`config.mk`:
```
export PLATFORM = sky130hd
export DESIGN_NAME = ifetch
export DESIGN_NICKNAME = d
export VERILOG_FILES = /design/src/rtl/ifetch_pkg.sv /design/src/rtl/ifetch_queue.sv /design/src/rtl/ifetch.sv
export SDC_FILE = /design/constraint.sdc
export NUM_CORES = 1
export LEC_CHECK = 0
export ABC_AREA = 1
export BUFFER_PORTS_ARGS = -buffer_cell sky130_fd_sc_hd__buf_2
export CAP_MARGIN = 20
export CORE_ASPECT_RATIO = 0.8
export CORE_UTILIZATION = 55
export CTS_CLUSTER_SIZE = 8
export DETAILED_ROUTE_END_ITERATION = 8
export PLACE_DENSITY = 0.78
export RECOVER_POWER = 25
export SYNTH_ARGS = -nofsm -noshare
export SYNTH_HDL_FRONTEND = slang
export SYNTH_HIERARCHICAL = 1
export SYNTH_SLANG_ARGS = --single-unit
```
`constraint.sdc`:
```
create_clock -name clk -period 4.3 [get_ports clk]
set_input_delay 0.645 -clock clk [delete_from_list [all_inputs] [get_ports clk]]
set_output_delay 0.645 -clock clk [all_outputs]
set_load 0.05 [all_outputs]
```
`src/rtl/ifetch_pkg.sv`:
```
// Shared types and constants for the instruction fetch stage.
package ifetch_pkg;

   localparam int unsigned XLEN = 32;

   // Canonical NOP (addi x0, x0, 0), shown on id_inst out of reset
   localparam logic [XLEN-1:0] INST_NOP = 32'h0000_0013;

   // Next-PC select driven by execute; PC_ALU marks a taken branch/jump
   typedef enum logic {
      PC_PC4 = 1'b0,
      PC_ALU = 1'b1
   } pc_sel_e;

   // One fetch-queue slot: allocated at request, filled by the response
   typedef struct packed {
      logic [XLEN-1:0] pc;
      logic [XLEN-1:0] inst;
      logic            filled;
   } ifq_entry_t;

endpackage

```
`src/rtl/ifetch_queue.sv`:
```
// In-order fetch queue: slots allocated at request, filled by responses, drained by decode.
module ifetch_queue
   import ifetch_pkg::*;
#(
   parameter int unsigned     QDEPTH   = 2,
   parameter logic [XLEN-1:0] RESET_PC = '0,
   localparam int unsigned    PW       = $clog2(QDEPTH),
   localparam int unsigned    CW       = PW + 1
) (
   input  logic            clk,
   input  logic            rst,
   input  logic            flush,
   input  logic            alloc,
   input  logic [XLEN-1:0] alloc_pc,
   input  logic            fill,
   input  logic [XLEN-1:0] fill_data,
   input  logic            deq,
   output logic [CW-1:0]   free_slots,
   output logic [CW-1:0]   unfilled,
   output logic            head_valid,
   output logic [XLEN-1:0] head_pc,
   output logic [XLEN-1:0] head_inst
);

   ifq_entry_t    ent_q [QDEPTH];
   ifq_entry_t    ent_d [QDEPTH];
   logic [PW-1:0] head_q, head_d;
   logic [PW-1:0] fill_q, fill_d;
   logic [PW-1:0] tail_q, tail_d;
   logic [CW-1:0] cnt_q, cnt_d;
   logic [CW-1:0] ucnt_q, ucnt_d;

   // A slot being dequeued this cycle can be re-allocated in the same cycle
   assign free_slots = CW'(QDEPTH) - cnt_q + CW'(deq);
   assign unfilled   = ucnt_q;
   assign head_valid = ent_q[head_q].filled;
   assign head_pc    = ent_q[head_q].pc;
   assign head_inst  = ent_q[head_q].inst;

   // Next-state for slots and pointers; flush empties the queue outright
   always_comb begin
      ent_d  = ent_q;
      head_d = head_q;
      fill_d = fill_q;
      tail_d = tail_q;
      cnt_d  = cnt_q;
      ucnt_d = ucnt_q;
      if (flush) begin
         head_d = '0;
         fill_d = '0;
         tail_d = '0;
         cnt_d  = '0;
         ucnt_d = '0;
         for (int unsigned i = 0; i < QDEPTH; i++) begin
            ent_d[i].filled = 1'b0;
         end
      end else begin
         if (deq) begin
            ent_d[head_q].filled = 1'b0;
            head_d               = head_q + PW'(1);
         end
         if (alloc) begin
            ent_d[tail_q].pc     = alloc_pc;
            ent_d[tail_q].filled = 1'b0;
            tail_d               = tail_q + PW'(1);
         end
         if (fill) begin
            ent_d[fill_q].inst   = fill_data;
            ent_d[fill_q].filled = 1'b1;
            fill_d               = fill_q + PW'(1);
         end
         cnt_d  = cnt_q + CW'(alloc) - CW'(deq);
         ucnt_d = ucnt_q + CW'(alloc) - CW'(fill);
      end
   end

   // Queue state register; reset leaves a NOP at RESET_PC in the head slot
   always_ff @(posedge clk) begin
      if (rst) begin
         for (int unsigned i = 0; i < QDEPTH; i++) begin
            ent_q[i] <= '{pc: RESET_PC, inst: INST_NOP, filled: 1'b0};
         end
         head_q <= '0;
         fill_q <= '0;
         tail_q <= '0;
         cnt_q  <= '0;
         ucnt_q <= '0;
      end else begin
         ent_q  <= ent_d;
         head_q <= head_d;
         fill_q <= fill_d;
         tail_q <= tail_d;
         cnt_q  <= cnt_d;
         ucnt_q <= ucnt_d;
      end
   end

endmodule

```
`src/rtl/ifetch.sv`:
```
// RV32I fetch stage: fetch PC, memory request channel, redirect and stale-response dropping.
module ifetch
   import ifetch_pkg::*;
#(
   parameter logic [XLEN-1:0] RESET_PC = 32'h0000_0000,
   parameter int unsigned     QDEPTH   = 2
) (
   input  logic            clk,
   input  logic            rst,
   output logic            imem_req_valid,
   input  logic            imem_req_ready,
   output logic [XLEN-1:0] imem_req_addr,
   input  logic            imem_resp_valid,
   input  logic [XLEN-1:0] imem_resp_data,
   input  logic            redirect_valid,
   input  logic [XLEN-1:0] redirect_pc,
   output logic            id_valid,
   input  logic            id_ready,
   output logic [XLEN-1:0] id_inst,
   output logic [XLEN-1:0] id_pc
);

   localparam int unsigned CW = $clog2(QDEPTH) + 1;
   localparam int unsigned SW = CW + 1;
   // drop_cnt can only hold this many in-flight responses
   localparam logic [SW-1:0] OUTSTANDING_MAX = SW'((1 << CW) - 1);

   logic [XLEN-1:0] fetch_pc_q, fetch_pc_d;
   logic [CW-1:0]   drop_cnt_q, drop_cnt_d;
   logic [CW-1:0]   free_slots;
   logic [CW-1:0]   unfilled;
   logic [SW-1:0]   outstanding;
   logic            req_fire;
   logic            fill;
   logic            deq;
   logic            resp_orphan;
   logic            unused_redirect_lsb;

   assign unused_redirect_lsb = ^redirect_pc[1:0];

   // Stale (dropped) plus live in-flight responses
   assign outstanding    = SW'(drop_cnt_q) + SW'(unfilled);
   assign imem_req_valid = !rst && !redirect_valid && (free_slots != '0)
                           && (outstanding < OUTSTANDING_MAX);
   assign imem_req_addr  = fetch_pc_q;
   assign req_fire       = imem_req_valid && imem_req_ready;
   assign deq            = id_valid && id_ready;
   assign resp_orphan    = imem_resp_valid && (drop_cnt_q == '0) && (unfilled == '0);

   // Fetch PC / drop counter next-state; redirect overrides everything
   always_comb begin
      fetch_pc_d = fetch_pc_q;
      drop_cnt_d = drop_cnt_q;
      fill       = 1'b0;
      if (redirect_valid) begin
         fetch_pc_d = {redirect_pc[XLEN-1:2], 2'b00};
         // every in-flight response except one arriving now must be dropped
         if (imem_resp_valid && (outstanding != '0)) begin
            drop_cnt_d = CW'(outstanding - SW'(1));
         end else begin
            drop_cnt_d = CW'(outstanding);
         end
      end else begin
         if (req_fire) begin
            fetch_pc_d = fetch_pc_q + 32'd4;
         end
         if (imem_resp_valid) begin
            if (drop_cnt_q != '0) begin
               drop_cnt_d = drop_cnt_q - CW'(1);
            end else begin
               fill = (unfilled != '0);
            end
         end
      end
   end

   // Fetch PC and drop counter registers
   always_ff @(posedge clk) begin
      if (rst) begin
         fetch_pc_q <= RESET_PC;
         drop_cnt_q <= '0;
      end else begin
         fetch_pc_q <= fetch_pc_d;
         drop_cnt_q <= drop_cnt_d;
      end
   end

   ifetch_queue #(
      .QDEPTH   (QDEPTH),
      .RESET_PC (RESET_PC)
   ) u_queue (
      .clk        (clk),
      .rst        (rst),
      .flush      (redirect_valid),
      .alloc      (req_fire),
      .alloc_pc   (fetch_pc_q),
      .fill       (fill),
      .fill_data  (imem_resp_data),
      .deq        (deq),
      .free_slots (free_slots),
      .unfilled   (unfilled),
      .head_valid (id_valid),
      .head_pc    (id_pc),
      .head_inst  (id_inst)
   );

   // A response with nothing outstanding is a memory protocol violation
   a_no_orphan_resp: assert property (@(posedge clk) disable iff (rst) !resp_orphan)
      else $error("ifetch: imem response with no outstanding request");

endmodule

```
* Word level (Yosys, flattened, before mapping)
Index checks and enable logic that the tools add are counted.
Word-level totals: input bits 70, word-level logic and storage cells 89, output and inout port bits 98, register bits after elaboration 171
Cells by class: muxes and demuxes 32, reductions and logical operators 20, add/subtract/negate cells 13, bitwise operators 3, order comparisons 7
Operators with widths (count):
- $bwmux W130 | 5
- $mux W130 | 5
- $demux W65 S1 | 5
- $mux W65 | 4
- $mux W32 | 2
- $mux W33 | 1
- $add A32 B3 Y32 const B | 1
- $reduce_bool A2 Y1 | 6
- $logic_and A1 B1 Y1 | 9
- $mux W2 | 4
- $add A2 B1 Y2 | 3
- $ge A2 B2 Y1 const B | 3
- $lt A2 B1 Y1 const B | 3
- $mux W1 | 6
- $not A1 Y2 | 3
- $sub A2 B1 Y2 | 2
- $sub A2 B1 Y2 const B | 2
- $add A1 B1 Y1 const B | 3
- $add A2 B2 Y3 | 1
- $lt A3 B2 Y1 const B | 1
- $reduce_bool A3 Y1 | 1
- $logic_not A1 Y1 | 2
- $reduce_and A2 Y1 | 1
- $reduce_or A2 Y1 | 1
- $sub A2 B2 Y2 const A | 1

* Depth between registers and ports, before layout
Gate-level depths: netlist of the first run.
word-level depth 15, mapped depth 22, gate-level depth less buffers 19

* Hierarchy
Netlist of the first run, hierarchy kept.
Modules (own cells, without submodules):
- ifetch_queue | area an instance 5957.0 um^2, seq. area each 2742.6 um^2, times used 1, cells each 891
- ifetch | area an instance 2577.5 um^2, seq. area each 640.6 um^2, times used 1, cells each 432

* Worst setup path after synthesis of the first run
No wires, ideal clock.
path kind register to output, start point register u_queue.head_q, end point output port imem_req_valid, required time 3655 ps, arrival time 2723 ps, slack 932 ps, stages on the path, launching flop included 15, path buffers 3, path through dfxtp_1 buf_2 buf_2 buf_2 nand2_1 nand2_1 nand2_1 inv_1 inv_1 ha_1 inv_1 inv_1 nand2_1 nand2_1 nor2_1
On the way: longest elaborated chain between the ends 9
Ends and longest elaborated chain:
- start: declaration | RTL line ifetch_queue.sv:27 | logic [PW-1:0] head_q, head_d;
- start signal: assignment | RTL line ifetch_queue.sv:83 | head_q <= '0;
- start signal: assignment | RTL line ifetch_queue.sv:90 | head_q <= head_d;
- $not A1 Y2 (implied by the code) | RTL line ifetch_queue.sv:36 | assign head_valid = ent_q[head_q].filled;
- $mux W65 (2 in a row)
- $mux W65 (implied by the code) | RTL line ifetch_queue.sv:36
- net id_valid | RTL line ifetch.sv:17 | output logic id_valid,
- $logic_and A1 B1 Y1 | RTL line ifetch.sv:47 | assign deq = id_valid && id_ready;
- net deq | RTL line ifetch.sv:35 | logic deq;
- $add A2 B1 Y2 | RTL line ifetch_queue.sv:34 | assign free_slots = CW'(QDEPTH) - cnt_q + CW'(deq);
- net free_slots[0] | RTL line ifetch.sv:30 | logic [CW-1:0] free_slots;
- $reduce_bool A2 Y1 | RTL line ifetch.sv:43 | assign imem_req_valid = !rst && !redirect_valid && (free_slots != '0)
- $logic_and A1 B1 Y1 | RTL line ifetch.sv:43
- $logic_and A1 B1 Y1 | RTL line ifetch.sv:44 | && (outstanding < OUTSTANDING_MAX);
- end: declaration | RTL line ifetch.sv:10 | output logic imem_req_valid,
The timed path passes the listed nets, and every way through them passes these cells. The select of a mux whose other input is x is not followed.

* Worst setup path in the final report of the first run
start point register u_queue.head_q, end point register u_queue/ent_q[116] (netlist bit)
On the way: longest elaborated chain between the ends 15, elaborated cells on any way between the ends 21, those cells by class add/sub: 1; mux: 14; bitwise: 1; reduce/logical: 5
Ends and longest elaborated chain:
- $not A1 Y2 (implied by the code) (*) | RTL line ifetch_queue.sv:36
- $mux W65 (*) (2 in a row)
- $mux W65 (implied by the code) (*) | RTL line ifetch_queue.sv:36
- $logic_and A1 B1 Y1 (*) | RTL line ifetch.sv:47
- net deq | RTL line ifetch.sv:35
- $add A2 B1 Y2 (*) | RTL line ifetch_queue.sv:34
- net free_slots[1] | RTL line ifetch.sv:30
- $reduce_bool A2 Y1 (*) | RTL line ifetch.sv:43
- $logic_and A1 B1 Y1 (*) | RTL line ifetch.sv:43
- $logic_and A1 B1 Y1 (*) | RTL line ifetch.sv:44
- $logic_and A1 B1 Y1 (*) | RTL line ifetch.sv:46 | assign req_fire = imem_req_valid && imem_req_ready;
- $mux W130 (*) | RTL line ifetch_queue.sv:62 | if (alloc) begin
- $mux W130 (*) | RTL line ifetch_queue.sv:48 | if (flush) begin
- $bwmux W130 | RTL line ifetch_queue.sv:68 | ent_d[fill_q].inst = fill_data;
- $bwmux W130 | RTL line ifetch_queue.sv:69 | ent_d[fill_q].filled = 1'b1;
- $mux W130 (*) | RTL line ifetch_queue.sv:67 | if (fill) begin
- end signal: indexed assignment | RTL line ifetch_queue.sv:81 | ent_q[i] <= '{pc: RESET_PC, inst: INST_NOP, filled: 1'b0};
- end signal: assignment | RTL line ifetch_queue.sv:89 | ent_q <= ent_d;
- end: declaration | RTL line ifetch_queue.sv:25 | ifq_entry_t ent_q [QDEPTH];
The timed path passes the listed nets; every way through them passes the cells marked *. The select of a mux whose other input is x is not followed. A chain may end at the register's enable or synchronous reset.

==> flow_summary.ini, run 1 <==
[drt]
ant_nets = 0
first_iter_violations = 585
firstDrtPassIters = 7
post-route-drc-count = 0
viasPerCell = 4.99
wirelength_um = 21300
wl_per_cell_um = 12.7
vias = 8356

[clock_network]
post_cts_resized = 0
clock_latency_ps = 430
clock-sinks = 169
numCtsBuffers = 17
ctsRootBufferMaster = clkbuf_16
cts_tree = done
cts_setup_buffers = 0
path_clk_slew_ps = 60
htreeDepth = 4
clk_path_buf_depth = 2
hold_buffers = 0

[sta]
finalCriticalPeriod_ps = 3660
post-route-period-util_pct = 85.1
fin_skew_ps = 11.4
rsz0062_at_grt = no
drv_slew = 109
slew_headroom_pct = -9.35
finalSetupViolations = 0
finalHoldViolations = 0
finalSetupTns_ps = 0
fmax_mhz = 273
tightest_slew_ps = 1640

[pwr]
ir_worst_vdd_v = 0.000305
finalPower_mw = 3.54
p_leak_nw = 4.91
power.density_nw_per_um2 = 361

[final_layout]
design_area_um2 = 9830
syn_to_final_growth_pct = 15.1
layout-drive-gt1-share_pct = 13.5
num-fill-cells = 1450
layout_commonest_cell = nand2_1
final_core_util_pct = 65.2
final_cell_mix = nand2_1, nor2_1, dfxtp_1
diodes = 0
final_nets = 1530

[status]
outcome = finished with violations
violations = capacitance limit, slew limit

[synthesis]
yosys_most_used_dff = dfxtp_1
synth-seq-cells = 169
synth_area_leaders = dfxtp_1, nand2_1, nor2_1, o21ai_0, inv_1
synth_top_cell_by_area = dfxtp_1
synth_cells = 1323
synth_async_sr_flop_share_pct = 0
yosys_warnings = 6
synth_cell_type_count = 36
syn_area_um2 = 8530
synth_top_area_share_pct = 39.6
seq_area_frac_synth_pct = 39.6
synth-edff-count = 0
syn_area_per_cell_um2 = 6.45

[placed_design]
gp_congestion = 0.879
dp_hpwl_um = 13900
place_area_um2 = 9300
port-buffer-count = 163

[hold_path]
hp-class = input pin to flop

[global_route]
first_global_vias = 7542
grt_overflow = 0
grt_pass1_wl_um = 35500
antenna_found_initial = 0
grt.total_usage_pct = 27.5
grt_start_max_net_pins = 87

[die]
coreArea_um2 = 15100
rows = 40
ios = 168
die_x_um = 141
die_area_um2 = 16000
start_util_pct = 56.7
fp.dieH_um = 113

[setup_path]
cp.arrival_ps = 4020
start_kind = flop
cpMostUsedCell = nand2_1
crit_fanout = 64
path_class = flop to flop
endpoint_kind = flop
required_ps = 4660
max_stage_delay_ps = 620
crit_path_cell_trace = inv_1, nand2_1, nand2_1, nand2_1, inv_1, inv_1, ha_1, xnor2_1, inv_1, nand2_1, nand4_4, clkinv_4, nand3_4, nand2_1, nand2_1, nor2_1
crit_slowest_cell = nand3_4

[job]
max-cap-violations = 2
-- final timing paths --
kind	depth (start not counted)	from	to	slack [ps]
setup / recovery	16	u_queue/head_q	u_queue/ent_q[116]	640
hold / removal	3	imem_resp_data[1]	u_queue/ent_q[67]	440
setup reg to reg	16	u_queue/head_q	u_queue/ent_q[116]	640
hold reg to reg	2	u_queue/ent_q[2]	u_queue/ent_q[2]	460
-- Yosys cell counts (2+ instances only) --
cell      instances
o21ai_1           6
inv_1           137
dfxtp_1         169
xor2_1            3
clkbuf_1         21
ha_1              9
buf_6            11
and2_1            2
o21ai_0         122
buf_2            18
nand3_4           2
nor2_4            9
nand3_1          71
buf_1             7
nand2_1         362
nor3_1            2
nand2_4           2
xnor2_1           7
nor2_1          282
o21bai_1          6
nor2_2            7
inv_2             6
a21oi_2           2
a21oi_1          33
a211oi_1          2
nand2_2           6
buf_4            10
-- per-layer routing --
layer / part of all wire [%] / routed length (um) / vias to the layer above / global-route usage, %
met5: 0 / 0 / - / 0
met2: 45 / 9570 / 243 / 44.4
met3: 6.2 / 1320 / 27 / 5.79
li1: - / - / 4313 / -
met1: 47 / 10100 / 3773 / 36.3
met4: 1.7 / 363 / 0 / 10.4
-- state kept, by name, indices dropped and copies added, names as in the netlist --
signal            flops
drop_cnt_q            2
imem_req_addr        30
u_queue/cnt_q         2
u_queue/ent_q       130
u_queue/fill_q        1
u_queue/head_q        1
u_queue/tail_q        1
u_queue/unfilled      2
-- kinds of logic after synthesis --
kind of cell             share of synthesized area, %
AND/OR/NAND/NOR                                  36.0
buffers and inverters                            11.0
AO/OA/AOI/OAI                                    10.6
flip-flops                                       39.6
adder cells (fa/ha/maj)                          1.55
XOR/XNOR                                         1.03
other                                          0.0439
multiplexers                                    0.117
-- power breakdown --
| group | switching, mW | internal [mW] |
|---|---|---|
| clock | 0.601 | 0.929 |
| combinational | 0.266 | 0.0994 |
| sequential | 0.0476 | 1.60 |
| total | 0.915 | 2.63 |
-- worst max-delay path: cells and delay by family (launching register included) --
family,cells,cell delay (ps)
fa+ha+maj,1,170
xor+xnor,1,130
flops,1,600
buf+inv,5,830
simple gates,9,1840
-- layout make-up --
class | count | area [um^2] | area share [%]
Sequential cell | 169 | 3390 | 34.5
Clock buffer | 25 | 465 | 4.74
Inverter | 144 | 547 | 5.56
Tap cell | 210 | 263 | 2.67
Multi-Input combinational cell | 948 | 4230 | 43.1
Clock inverter | 7 | 116 | 1.18
Timing Repair Buffer | 170 | 817 | 8.32
-- through the flow --
step                instances  worst slack [ps]  hold WS, ps
floorplan                1328               932          429
global placement         1641               748          438
detailed placement       1641               674          443
CTS                      1673               655          427
global route             1673               222          439
finish                   1673               639          443
Power figures use the tool's default switching activity.
==> run 2, diff against run 1 <==
Settings changed: CELL_PAD_IN_SITES_DETAIL_PLACEMENT from default to 0, CELL_PAD_IN_SITES_GLOBAL_PLACEMENT from default to 2, CORE_UTILIZATION 55 to 32, PLACE_DENSITY 0.78 to 0.84.
==> flow_summary.ini, run 2 (synthesis results as in run 1) <==
[status]
outcome = complete, no violations

[setup_path]
cp.arrival_ps = 3720
required_ps = 4620
path_class = input pin to flop
crit_path_cell_trace = clkbuf_2, clkinvlp_2, clkbuf_2, o21ai_0, nor2_1
reg2reg_from = u_queue/head_q
ff2ff_setup_slack_ps = 1250
r2r-end = u_queue/ent_q[103]
max_stage_delay_ps = 1210
reg2regPathDepth = 16
crit_slowest_cell = clkinvlp_2
cpMostUsedCell = clkbuf_2
endpoint_kind = flop
start_kind = input pin
crit_fanout = 50

[global_route]
grt.total_usage_pct = 18.5
grt_overflow = 0
grt_start_max_net_pins = 111
first_global_vias = 7413
antenna_found_initial = 0
grt_pass1_wl_um = 39600

[clock_network]
path_clk_slew_ps = 60
cts_tree = done
post_cts_resized = 0
clock_latency_ps = 430
clock-sinks = 169
numCtsBuffers = 17
ctsRootBufferMaster = clkbuf_16
clk_path_buf_depth = 2
hold_buffers = 0
cts_setup_buffers = 0
htreeDepth = 4

[pwr]
p_leak_nw = 4.90
combPwrFrac_pct = 10.6
ir_worst_vdd_v = 0.000260
power.density_nw_per_um2 = 349
p_int_mw = 2.53
switchingPower_mw = 0.958
seqPwrFrac_pct = 47.3
switching_share_pct = 27.5
power.share.clock_pct = 42.1

[hold_path]
min_path_cells = 3
hp-start = imem_resp_data[1]
hold_end = u_queue/ent_q[67]
hp-class = input pin to flop

[die]
die_x_um = 185
start_util_pct = 32.5
coreArea_um2 = 26300
fp.dieH_um = 148
rows = 53
ios = 168
die_area_um2 = 27300

[final_layout]
num-fill-cells = 2970
design_area_um2 = 10000
largest_register_ffs = 130
final_nets = 1532
layout_commonest_cell = nand2_1
syn_to_final_growth_pct = 17.2
layout-drive-gt1-share_pct = 13.5
final_cell_mix = nand2_1, nor2_1, dfxtp_1
final_core_util_pct = 38.1
diodes = 0
max_flop_register = u_queue/ent_q

[sta]
finalSetupTns_ps = 0
finalHoldViolations = 0
finalCriticalPeriod_ps = 3410
finalSetupViolations = 0
drv_slew = 0
fmax_mhz = 294
rsz0062_at_grt = no
fin_skew_ps = 9.24
slew_headroom_pct = 13.6
post-route-period-util_pct = 79.2
tightest_slew_ps = 1300

[drt]
post-route-drc-count = 0
vias = 8098
firstDrtPassIters = 5
wirelength_um = 24400
wl_per_cell_um = 13.4
ant_nets = 0
viasPerCell = 4.45
first_iter_violations = 429

[placed_design]
place_area_um2 = 9500
dp_hpwl_um = 16000
port-buffer-count = 163
gp_congestion = 0.731

[job]
max-cap-violations = 0
run 2: final cells by class:
| cell class | instances | area (um^2) | area share (%) |
|---|---|---|---|
| Clock buffer | 24 | 513 | 5.13 |
| Clock inverter | 6 | 38.8 | 0.388 |
| Inverter | 144 | 547 | 5.47 |
| Multi-Input combinational cell | 948 | 4220 | 42.2 |
| Sequential cell | 169 | 3390 | 33.9 |
| Tap cell | 357 | 447 | 4.47 |
| Timing Repair Buffer | 172 | 846 | 8.46 |
run 2: through the flow:
step	power (mW)	instances	worst slack [ps]	hold slack [ps]
6_report	3.49	1820	895	432
5_1_grt	3.65	1820	592	433
4_1_cts	3.55	1819	1080	406
3_5_place_dp	2.07	1789	1200	450
3_3_place_gp	2.06	1789	1210	439
2_1_floorplan	1.94	1328	932	429
run 2: power groups by stage:
stage,Sequential [mW],Clock [mW],Combinational [mW]
after global routing,1.66,1.58,0.413
final,1.65,1.47,0.371
after CTS,1.65,1.52,0.382
after global placement,1.68,0,0.379
after floorplan,1.73,0,0.216
after detailed placement,1.69,0,0.381
run 2: worst max-delay path, delay by kind of cell:
family | cells | cell delay, ps
compound gates | 1 | 290
buf+inv | 3 | 2700
simple gates | 1 | 60
run 2: per-layer routing:
metal | GRT usage [%] | vias to the layer above | wire length (um)
met3 | 3.97 | 17 | 1120
met5 | 0 | - | 0
met2 | 28.5 | 147 | 10400
met1 | 26.0 | 3636 | 12600
li1 | - | 4298 | -
met4 | 4.67 | 0 | 260
run 2: worst max path at each step:
stage                               from                 end  slack (ps)  depth (start not counted)
final                                rst   u_queue/ent_q[17]         890                          5
after global routing                 rst   u_queue/ent_q[19]         590                          5
after CTS                 u_queue/head_q           id_pc[14]        1080                          3
after detailed placement  u_queue/head_q  u_queue/ent_q[129]        1200                         15
after global placement    u_queue/head_q  u_queue/ent_q[119]        1210                         15
after floorplan           u_queue/head_q      imem_req_valid         930                         14
==> run 3, diff against run 2 <==
Settings changed: ABC_AREA 1 to 0, CORE_UTILIZATION 32 to 35, PLACE_DENSITY 0.84 to 0.79.
Clock period 4.3 ns to 3.2 ns, I/O delays scaled along.
==> flow_summary.ini, run 3 <==
[status]
outcome = finished with violations
violations = capacitance limit, slew limit

[sta]
post-route-period-util_pct = 89.8
tightest_slew_ps = 1950
finalCriticalPeriod_ps = 2870
slew_headroom_pct = -30.3
rsz0062_at_grt = no
drv_slew = 227
layout_setup_ws_ps = 326
fin_skew_ps = 10.4
hold_ws_ps = 257
finalHoldViolations = 0
finalSetupTns_ps = 0
fmax_mhz = 348
finalSetupViolations = 0

[global_route]
first_global_vias = 6111
grt_overflow = 0
antenna_found_initial = 2
grt_start_max_net_pins = 227
grt.total_usage_pct = 16.5
grt_pass1_wl_um = 32500

[setup_path]
ff2ff_setup_slack_ps = 330
start_kind = flop
cp.arrival_ps = 3170
reg2regPathDepth = 13
required_ps = 3490
endpoint_kind = flop
path_class = flop to flop
crit_fanout = 18

[synthesis]
synth_cell_type_count = 58
synth_cells = 857
seq_area_frac_synth_pct = 39.5
syn_area_um2 = 8560
synth_top_area_share_pct = 39.5
yosys_warnings = 6
synth_most_common_cell = nand2b_1
yosys_most_used_dff = dfxtp_1
synth-edff-count = 0
synth_async_sr_flop_share_pct = 0
synth_commonest_cells = nand2b_1, dfxtp_1, mux2i_1
synth_area_leaders = dfxtp_1, mux2i_1, nand2b_1, mux2_2, xnor2_1
synth-seq-cells = 169
synth_top_cell_by_area = dfxtp_1
syn_area_per_cell_um2 = 9.98

[clock_network]
cts_setup_buffers = 0
clock_latency_ps = 430
clk_path_buf_depth = 2
post_cts_resized = 0
htreeDepth = 4
ctsRootBufferMaster = clkbuf_16
clock-sinks = 169
path_clk_slew_ps = 70
cts_tree = done
numCtsBuffers = 17
hold_buffers = 0

[drt]
viasPerCell = 4.66
post-route-drc-count = 0
wirelength_um = 20400
vias = 6151
ant_nets = 0
firstDrtPassIters = 4
first_iter_violations = 351
wl_per_cell_um = 15.4

[final_layout]
final_cell_mix = nand2b_1, dfxtp_1, buf_2
final_nets = 1075
syn_to_final_growth_pct = 17.9
largest_register_ffs = 130
diodes = 0
layout-drive-gt1-share_pct = 27.0
num-fill-cells = 2399
design_area_um2 = 10100
max_flop_register = u_queue/ent_q
final_core_util_pct = 42.5
layout_commonest_cell = nand2b_1
stdcell_count = 1319

[job]
max-cap-violations = 1

[placed_design]
gp_congestion = 0.706
place_inst = 1288
dp_slack_ps = 290
port-buffer-count = 163
place_area_um2 = 9570
dp_hpwl_um = 13500

[pwr]
switching_share_pct = 26.6
switchingPower_mw = 1.25
p_int_mw = 3.43
seqPwrFrac_pct = 47.0
p_leak_nw = 4.21
power.density_nw_per_um2 = 464
finalPower_mw = 4.68
power.share.clock_pct = 43.1
combPwrFrac_pct = 9.8
ir_worst_vdd_v = 0.000339

[die]
fp.dieH_um = 142
ios = 168
rows = 50
start_util_pct = 36.1
die_area_um2 = 25100
coreArea_um2 = 23700
die_x_um = 177

[hold_path]
hp-class = input pin to flop
min_path_cells = 3
==> run 3: kinds of logic (layout without fill, tap and decap cells) <==
| group | Yosys count | count (layout) | synth area share, % |
|---|---|---|---|
| other | 1 | 4 | 0.0438 |
| AO/OA/AOI/OAI | 52 | 52 | 4.23 |
| XOR/XNOR | 33 | 33 | 3.70 |
| flip-flops | 169 | 169 | 39.5 |
| adder cells (fa/ha/maj) | 10 | 10 | 1.55 |
| multiplexers | 194 | 194 | 23.6 |
| AND/OR/NAND/NOR | 313 | 313 | 22.1 |
| buffers and inverters | 85 | 232 | 5.18 |
==> run 3: power groups by stage <==
| stage | sequential [mW] | combinational (mW) | clock, mW |
|---|---|---|---|
| 5_1_grt | 2.20 | 0.506 | 2.18 |
| 6_report | 2.20 | 0.461 | 2.02 |
| 3_3_place_gp | 2.25 | 0.467 | 0 |
| 3_5_place_dp | 2.25 | 0.468 | 0 |
| 4_1_cts | 2.20 | 0.469 | 2.08 |
| 2_1_floorplan | 2.31 | 0.263 | 0 |
==> run 3: worst max-delay path: stages, from the launching register on <==
cell	delay [ps]
dfxtp_4	370
nand2_1	90
o21ai_4	70
and2_4	180
inv_1	50
ha_1	190
xnor2_1	210
o21a_1	220
nand2_2	70
or2_1	280
inv_2	130
or3b_2	470
buf_4	250
mux2i_1	150
==> run 3: layout make-up <==
| class | instances | area [um^2] | area share (%) |
|---|---|---|---|
| clock buffers | 19 | 453 | 4.49 |
| clock inverters | 12 | 116 | 1.15 |
| inverters | 23 | 86.3 | 0.856 |
| multi-input cells | 606 | 4760 | 47.2 |
| flip-flops and latches | 169 | 3390 | 33.6 |
| well taps | 312 | 390 | 3.87 |
| repair buffers | 178 | 892 | 8.84 |
==> run 3: worst paths after layout <==
path	to	startpoint
max reg2reg	u_queue/ent_q[127]	u_queue/head_q
min	imem_req_addr[27]	redirect_pc[27]
min reg2reg	u_queue/ent_q[21]	u_queue/ent_q[21]
max	u_queue/ent_q[127]	u_queue/head_q
==> run 3: per-layer routing <==
layer | share of wire [%] | vias to the layer above | global-route usage (%)
li1 | - | 3178 | -
met1 | 54 | 2833 | 24.8
met2 | 41 | 125 | 23.1
met3 | 4.1 | 11 | 4.47
met4 | 0.44 | 4 | 3.13
met5 | 0.12 | - | 0
